## config.mk

```make
export PLATFORM = sky130hd
export DESIGN_NAME = pad_bank_ctrl
export DESIGN_NICKNAME = d
export VERILOG_FILES = /design/src/rtl/pad_bank_ctrl.sv
export SDC_FILE = /design/constraint.sdc
export NUM_CORES = 1
export LEC_CHECK = 0
export ABC_AREA = 1
export CAP_MARGIN = 20
export CELL_PAD_IN_SITES_DETAIL_PLACEMENT = 0
export CELL_PAD_IN_SITES_GLOBAL_PLACEMENT = 1
export CORE_UTILIZATION = 43
export DETAILED_ROUTE_END_ITERATION = 10
export GPL_TIMING_DRIVEN = 0
export HOLD_SLACK_MARGIN = 0.1
export PLACE_DENSITY_LB_ADDON = 0.1
export SLEW_MARGIN = 0
export SYNTH_ARGS = -nofsm -noshare
export SYNTH_HDL_FRONTEND = slang
export SYNTH_SLANG_ARGS = --single-unit
export TNS_END_PERCENT = 50
```

## constraint.sdc

```tcl
create_clock -name clk_i -period 2.7 [get_ports clk_i]
set_clock_uncertainty 0.1 [all_clocks]
set_input_delay 0.54 -clock clk_i [delete_from_list [all_inputs] [get_ports clk_i]]
set_output_delay 0.54 -clock clk_i [all_outputs]
set_load 0.1 [all_outputs]
```

## src/rtl/pad_bank_ctrl.sv

```systemverilog
// pad_bank_ctrl: run-time controller for a bank of bidirectional pads.
// Each pad has a mode/pull/filter register, a two-flop synchroniser,
// an optional glitch filter, rise/fall event pulses and a
// break-before-make turnaround whenever its direction mode changes.

module pad_bank_ctrl #(
  parameter  int NUM_PADS   = 8,
  parameter  int FILTER_LEN = 4,
  parameter  int TURNAROUND = 2,
  localparam int ADDR_W     = (NUM_PADS > 1) ? $clog2(NUM_PADS) : 1
) (
  input  logic                clk_i,
  input  logic                rst_i,
  input  logic                cfg_valid_i,
  output logic                cfg_ready_o,
  input  logic [ADDR_W-1:0]   cfg_addr_i,
  input  logic [4:0]          cfg_wdata_i,
  output logic                cfg_err_o,
  input  logic [NUM_PADS-1:0] core_out_i,
  output logic [NUM_PADS-1:0] core_in_o,
  output logic [NUM_PADS-1:0] rise_o,
  output logic [NUM_PADS-1:0] fall_o,
  output logic [NUM_PADS-1:0] pad_oen_o,
  output logic [NUM_PADS-1:0] pad_out_o,
  input  logic [NUM_PADS-1:0] pad_in_i,
  output logic [NUM_PADS-1:0] pad_pu_o,
  output logic [NUM_PADS-1:0] pad_pd_o
);

  // Turnaround counter must hold TURNAROUND; filter counter counts up to
  // FILTER_LEN-1 because the FILTER_LEN-th differing cycle flips the output.
  localparam int TURN_W = (TURNAROUND > 0) ? $clog2(TURNAROUND + 1) : 1;
  localparam int FCNT_W = (FILTER_LEN > 1) ? $clog2(FILTER_LEN) : 1;

  // Pad count widened by one bit so it is representable next to the address.
  localparam logic [ADDR_W:0] NUM_PADS_W = (ADDR_W + 1)'(NUM_PADS);

  typedef enum logic [1:0] {
    MODE_IN  = 2'b00,
    MODE_PP  = 2'b01,
    MODE_OD  = 2'b10,
    MODE_HIZ = 2'b11
  } pad_mode_e;

  typedef enum logic {
    ST_ACTIVE = 1'b0,
    ST_TURN   = 1'b1
  } pad_state_e;

  logic                xfer;
  logic                addr_ok;
  logic [NUM_PADS-1:0] wr_sel;
  logic [NUM_PADS-1:0] in_turn;
  pad_mode_e           wr_mode;

  assign xfer    = cfg_valid_i & cfg_ready_o;
  assign addr_ok = ({1'b0, cfg_addr_i} < NUM_PADS_W);
  assign wr_mode = pad_mode_e'(cfg_wdata_i[1:0]);

  // Back-pressure only while the addressed pad is still turning around;
  // out-of-range addresses are always accepted (and flagged).
  always_comb begin
    // NOTE: every always_comb output gets a default first, so no path
    // leaves it unassigned and no latch is inferred.
    cfg_ready_o = 1'b1;
    for (int i = 0; i < NUM_PADS; i++) begin
      if (cfg_addr_i == ADDR_W'(i) && in_turn[i]) cfg_ready_o = 1'b0;
    end
  end

  // One-hot write strobe per pad for the accepted transfer.
  always_comb begin
    wr_sel = '0;
    for (int i = 0; i < NUM_PADS; i++) begin
      wr_sel[i] = xfer && (cfg_addr_i == ADDR_W'(i));
    end
  end

  // Error pulse the cycle after an accepted write to a non-existent pad.
  always_ff @(posedge clk_i) begin
    // NOTE: sequential state always uses <=, so every flop in the block
    // samples pre-edge values regardless of statement order.
    if (rst_i) cfg_err_o <= 1'b0;
    else       cfg_err_o <= xfer & ~addr_ok;
  end

  for (genvar g = 0; g < NUM_PADS; g++) begin : g_pad

    pad_state_e        state_q;
    pad_mode_e         mode_q;
    pad_mode_e         pend_q;
    logic [1:0]        pull_q;
    logic              filt_q;
    logic [TURN_W-1:0] turn_cnt_q;
    logic              sync1_q;
    logic              sync2_q;
    logic              core_in_q;
    logic              core_in_prev_q;
    logic [FCNT_W-1:0] filt_cnt_q;
    logic              rise_q;
    logic              fall_q;
    logic              wr;
    logic              filt_toggle;
    logic              oen;
    logic              out;

    assign wr          = wr_sel[g];
    assign filt_toggle = wr && (cfg_wdata_i[4] != filt_q);
    assign in_turn[g]  = (state_q == ST_TURN);

    // Config registers and the ACTIVE/TURN break-before-make FSM.
    always_ff @(posedge clk_i) begin
      if (rst_i) begin
        state_q    <= ST_ACTIVE;
        mode_q     <= MODE_IN;
        pend_q     <= MODE_IN;
        pull_q     <= 2'b00;
        filt_q     <= 1'b0;
        turn_cnt_q <= '0;
      end else begin
        if (wr) begin
          pull_q <= cfg_wdata_i[3:2];
          filt_q <= cfg_wdata_i[4];
        end
        case (state_q)
          ST_ACTIVE: begin
            if (wr && (wr_mode != mode_q)) begin
              if (TURNAROUND == 0) begin
                mode_q <= wr_mode;
              end else begin
                state_q    <= ST_TURN;
                pend_q     <= wr_mode;
                turn_cnt_q <= TURN_W'(TURNAROUND);
              end
            end
          end
          ST_TURN: begin
            if (turn_cnt_q == TURN_W'(1)) begin
              state_q <= ST_ACTIVE;
              mode_q  <= pend_q;
            end else begin
              turn_cnt_q <= turn_cnt_q - TURN_W'(1);
            end
          end
          default: state_q <= ST_ACTIVE;
        endcase
      end
    end

    // Synchroniser, glitch filter and edge-event generation.
    always_ff @(posedge clk_i) begin
      // NOTE: the synchroniser and filter flops are reset along with the
      // config so core_in_o and the event pulses start from a known 0.
      if (rst_i) begin
        sync1_q        <= 1'b0;
        sync2_q        <= 1'b0;
        core_in_q      <= 1'b0;
        core_in_prev_q <= 1'b0;
        filt_cnt_q     <= '0;
        rise_q         <= 1'b0;
        fall_q         <= 1'b0;
      end else begin
        sync1_q        <= pad_in_i[g];
        sync2_q        <= sync1_q;
        core_in_prev_q <= core_in_q;
        rise_q         <= core_in_q & ~core_in_prev_q;
        fall_q         <= ~core_in_q & core_in_prev_q;
        if (state_q == ST_TURN || filt_toggle) begin
          // Hold the input value; restart any partial filter run.
          filt_cnt_q <= '0;
        end else if (!filt_q) begin
          core_in_q  <= sync2_q;
          filt_cnt_q <= '0;
        end else if (sync2_q == core_in_q) begin
          filt_cnt_q <= '0;
        end else if (filt_cnt_q == FCNT_W'(FILTER_LEN - 1)) begin
          core_in_q  <= sync2_q;
          filt_cnt_q <= '0;
        end else begin
          filt_cnt_q <= filt_cnt_q + FCNT_W'(1);
        end
      end
    end

    // Pad drive: forced hi-z during turnaround, otherwise decoded from mode.
    always_comb begin
      oen = 1'b1;
      out = 1'b0;
      if (state_q == ST_ACTIVE) begin
        case (mode_q)
          MODE_PP: begin
            oen = 1'b0;
            out = core_out_i[g];
          end
          MODE_OD: oen = core_out_i[g];
          default: ;
        endcase
      end
    end

    assign pad_oen_o[g] = oen;
    assign pad_out_o[g] = out;
    assign pad_pu_o[g]  = (pull_q == 2'b01);
    assign pad_pd_o[g]  = (pull_q == 2'b10);
    assign core_in_o[g] = core_in_q;
    assign rise_o[g]    = rise_q;
    assign fall_o[g]    = fall_q;
  end

endmodule

```

==> impl_metrics.env, run 1 <==
export IMPL_reg2reg_depth=8
export IMPL_grt_max_degree=17
export IMPL_seq_area_frac_synth=0.450
export IMPL_worstPathArrival_ns=2.01
export IMPL_synthesis_nets=904
export IMPL_place_worst_setup_slack_ns=-0.499
export IMPL_final_antenna_net_count=0
export IMPL_floorplan_core_area_mm2=0.0145
export IMPL_hold_fails_final_rpt=0
export IMPL_synth_distinct_cells=29
export IMPL_drt_iter0_drc=293
export IMPL_max_slew_worst_pin_slew_ns=0.969
export IMPL_cts_tree="yes"
export IMPL_setup_violations_final=0
export IMPL_peak_vdd_ir_uv=414
export IMPL_min_path_cells=2
export IMPL_grt_setup_unrepaired="false"
export IMPL_global_route_usage_total=0.216
export IMPL_ys_ff_latch=144
export IMPL_placedCellCount=1122
export IMPL_numPortBuffers=77
export IMPL_die_width_um=124
export IMPL_final_min_period_over_clock_period=0.983
export IMPL_min_from="g_pad[3].sync1_q"
export IMPL_syn_mean_instance_area_um2=7.44
export IMPL_routedLengthMet1_um=7230
export IMPL_timing_rr_start="g_pad[1].state_q"
export IMPL_clock_buffer_count_from_cts=17
export IMPL_final_min_clock_period_ns=2.65
export IMPL_worstSetupEndpointType="primary output"
export IMPL_cts_sinks=144
export IMPL_initial_core_util=0.441
export IMPL_worst_r2r_endpoint="g_pad[2].pend_q[0]"
export IMPL_hold_path_class="reg2reg"
export IMPL_rrSetupSlack_ns=0.88
export IMPL_wl_met3_um=660
export IMPL_total_via_count_after_detailed_routing=5583
export IMPL_start_kind="flip-flop"
export IMPL_die_area_mm2=0.0154
export IMPL_post_synth_inst_count=861
export IMPL_cp_required_ns=2.06
export IMPL_crit_path_max_fanout=2
export IMPL_final_cell_mix="151 x sky130_fd_sc_hd__inv_1, 144 x sky130_fd_sc_hd__dfxtp_1, 140 x sky130_fd_sc_hd__nor2_1"
export IMPL_tns_ns=0
export IMPL_viasPerCell=4.84
export IMPL_powerDensity_mw_per_mm2=656
export IMPL_clk_insertion_delay_late_ns=0.42
export IMPL_std_cell_rows=44
export IMPL_final_common_cell="sky130_fd_sc_hd__inv_1"
export IMPL_grt_overflow_total=0
export IMPL_result_of_the_run="complete, no violations"
export IMPL_synth_top_cells_by_area="sky130_fd_sc_hd__dfxtp_1 45%, sky130_fd_sc_hd__inv_1 8.8%, sky130_fd_sc_hd__nor2_1 8.2%"
export IMPL_yosys_area_top_type="sky130_fd_sc_hd__dfxtp_1"
export IMPL_cts_hold_fix_buffers=0
export IMPL_h_tree_depth=4
export IMPL_route_met2_wl_um=7480
export IMPL_routed_top_layer="met4"
export IMPL_finalWorstSetupSlack_ns=0.0470
export IMPL_clk_pin_slew_ns=0.06
export IMPL_ctsRootBufferMaster="sky130_fd_sc_hd__clkbuf_16"
export IMPL_top_area_cell_type_share_of_the_netlist_area=0.450
export IMPL_place_congestion=0.814
export IMPL_final_instance_count_excl_fill=1154
export IMPL_max_clock_freq_mhz=377
export IMPL_global_route_wire_length_before_repair_um=25000
export IMPL_finalMaxSlewViolations=0
export IMPL_clk_path_buf_depth=2
export IMPL_diode_count=0
export IMPL_power_static_leakage_nw=3.81
export IMPL_aggregate_routed_wire_length_um=15700
export IMPL_hold_end="g_pad[3].sync2_q"
export IMPL_antenna_violations_before_repair=0
export IMPL_post_drt_wl_per_cell_um=13.6
export IMPL_fp_dieH_um=124
export IMPL_yosys_warnings=0
export IMPL_drt_first_pass_iters=5
export IMPL_timing_worst_setup_path_type="reg2out"
export IMPL_detailed_place_hpwl_um=11500
export IMPL_max_cap_violations=0
export IMPL_syn_to_final_growth_pct=25.2
export IMPL_vias_in_the_first_global_route=5271
export IMPL_ioPinCount=85
export IMPL_drcViolationCount=0
export IMPL_filler_cell_count=1424
export IMPL_post_synth_instance_area_mm2=0.00641
export IMPL_ratio_of_cells_with_drive_above_1_in_the_final_layout=0.124
export IMPL_timing_max_slew_rel_slack=0.352
export IMPL_num_nets_final=1000
## what timing repair did
item                                    CTS  global route
setup buffers                             0             0
pin swaps                                 0             0
endpoints found under the hold margin     0             0
endpoints found under the setup margin   24            15
resized for setup                        53            15
## logic make-up (layout without fill, tap and decap cells)
| kind of cell | after synthesis | in the layout | synth area share |
|---|---|---|---|
| simple gates | 306 | 306 | 0.211 |
| buf+inv | 220 | 329 | 0.157 |
| compound gates | 153 | 153 | 0.121 |
| flops | 144 | 144 | 0.450 |
| xor+xnor | 21 | 21 | 0.0287 |
| fa+ha+maj | 16 | 16 | 0.0312 |
| other cells | 1 | 1 | 0.000585 |
## worst max path at each step
| stage | startpoint | to | slack [ns] | cells after the start |
|---|---|---|---|---|
| after global routing | g_pad[6].pull_q[1] | pad_pd_o[6] | 0.002 | 3 |
| after floorplan | cfg_addr_i[2] | cfg_ready_o | 0.39 | 7 |
| after global placement | core_out_i[7] | pad_oen_o[7] | -0.54 | 5 |
| after detailed placement | core_out_i[7] | pad_oen_o[7] | -0.50 | 5 |
| after CTS | g_pad[2].pull_q[1] | pad_pd_o[2] | 0.003 | 3 |
| final | g_pad[6].pull_q[1] | pad_pd_o[6] | 0.05 | 3 |
## worst max-delay path, stage by stage, from the launching register on
cell                              delay [ns]
sky130_fd_sc_hd__dfxtp_1                0.33
sky130_fd_sc_hd__inv_1                  0.05
sky130_fd_sc_hd__nor2_1                 0.08
sky130_fd_sc_hd__clkdlybuf4s50_1        1.13
## registers in the layout (all words and copies together), names as in the netlist
signal                cells
g_pad.sync2_q             8
g_pad.core_in_prev_q      8
g_pad.pend_q             16
g_pad.core_in_q           8
g_pad.pull_q             16
g_pad.state_q             8
g_pad.rise_q              8
g_pad.fall_q              8
g_pad.sync1_q             8
g_pad.mode_q             16
g_pad.filt_q              8
g_pad.filt_cnt_q         16
g_pad.turn_cnt_q         16
## layer usage
layer | vias to the layer above | global-route usage
li1 | 2865 | -
met1 | 2571 | 0.265
met2 | 126 | 0.373
met3 | 21 | 0.0403
met4 | 0 | 0.0811
met5 | - | 0
## power breakdown
group / switching [mW] / internal (mW) / total [mW] / leakage (nW)
Clock: 0.884 / 1.52 / 2.41 / 0.289
Combinational: 0.435 / 0.184 / 0.619 / 2.35
Sequential: 0.0419 / 2.20 / 2.24 / 1.17
## area by class of cell
class                   count  area [µm²]  share of cell area
inverters                 155         582              0.0725
plain buffers              65         424              0.0529
well taps                 184         230              0.0287
multi-input cells         497        2520               0.314
clock buffers              23         478              0.0596
clock inverters             9         131              0.0164
flip-flops and latches    144        2880               0.359
repair buffers             77         774              0.0965
## per-stage QoR
stage	instance area [µm²]	total power [mW]	util	hold WS [ns]
2_1_floorplan	6410	2.73	-	0.288
3_3_place_gp	7410	2.89	0.510	0.293
3_5_place_dp	7410	2.91	0.510	0.296
4_1_cts	8010	5.31	0.551	0.304
5_1_grt	8020	5.46	0.552	0.319
6_report	8020	5.27	0.552	0.299
## cell usage after synthesis
library cell,number
sky130_fd_sc_hd__or2_2,1
sky130_fd_sc_hd__buf_2,3
sky130_fd_sc_hd__clkinv_1,1
sky130_fd_sc_hd__nor2_4,1
sky130_fd_sc_hd__o21ai_0,86
sky130_fd_sc_hd__nand3_2,9
sky130_fd_sc_hd__nor2_1,140
sky130_fd_sc_hd__o21bai_1,5
sky130_fd_sc_hd__nand2_2,3
sky130_fd_sc_hd__xor2_1,8
sky130_fd_sc_hd__clkbuf_1,15
sky130_fd_sc_hd__nand3b_1,2
sky130_fd_sc_hd__dfxtp_1,144
sky130_fd_sc_hd__inv_1,151
sky130_fd_sc_hd__nor3_1,22
sky130_fd_sc_hd__nand4_1,16
sky130_fd_sc_hd__nor4_1,5
sky130_fd_sc_hd__buf_1,2
sky130_fd_sc_hd__buf_4,43
sky130_fd_sc_hd__xnor2_1,13
sky130_fd_sc_hd__conb_1,1
sky130_fd_sc_hd__nor2_2,2
sky130_fd_sc_hd__nand3_1,16
sky130_fd_sc_hd__buf_6,2
sky130_fd_sc_hd__ha_1,16
sky130_fd_sc_hd__nand2_1,81
sky130_fd_sc_hd__and3_1,8
sky130_fd_sc_hd__a21oi_1,62
sky130_fd_sc_hd__inv_2,3
Power figures use the tool's default switching activity.
==> inputs of run 2 (changes only) <==
--- a/config.mk
+++ b/config.mk
@@ -10,6 +10,7 @@
 export CELL_PAD_IN_SITES_DETAIL_PLACEMENT = 0
 export CELL_PAD_IN_SITES_GLOBAL_PLACEMENT = 1
 export CORE_UTILIZATION = 43
+export CTS_CLUSTER_SIZE = 12
 export DETAILED_ROUTE_END_ITERATION = 10
 export GPL_TIMING_DRIVEN = 0
 export HOLD_SLACK_MARGIN = 0.1
==> results of run 2 <==
Final layout, timing and power as in run 1 (identical DEF).
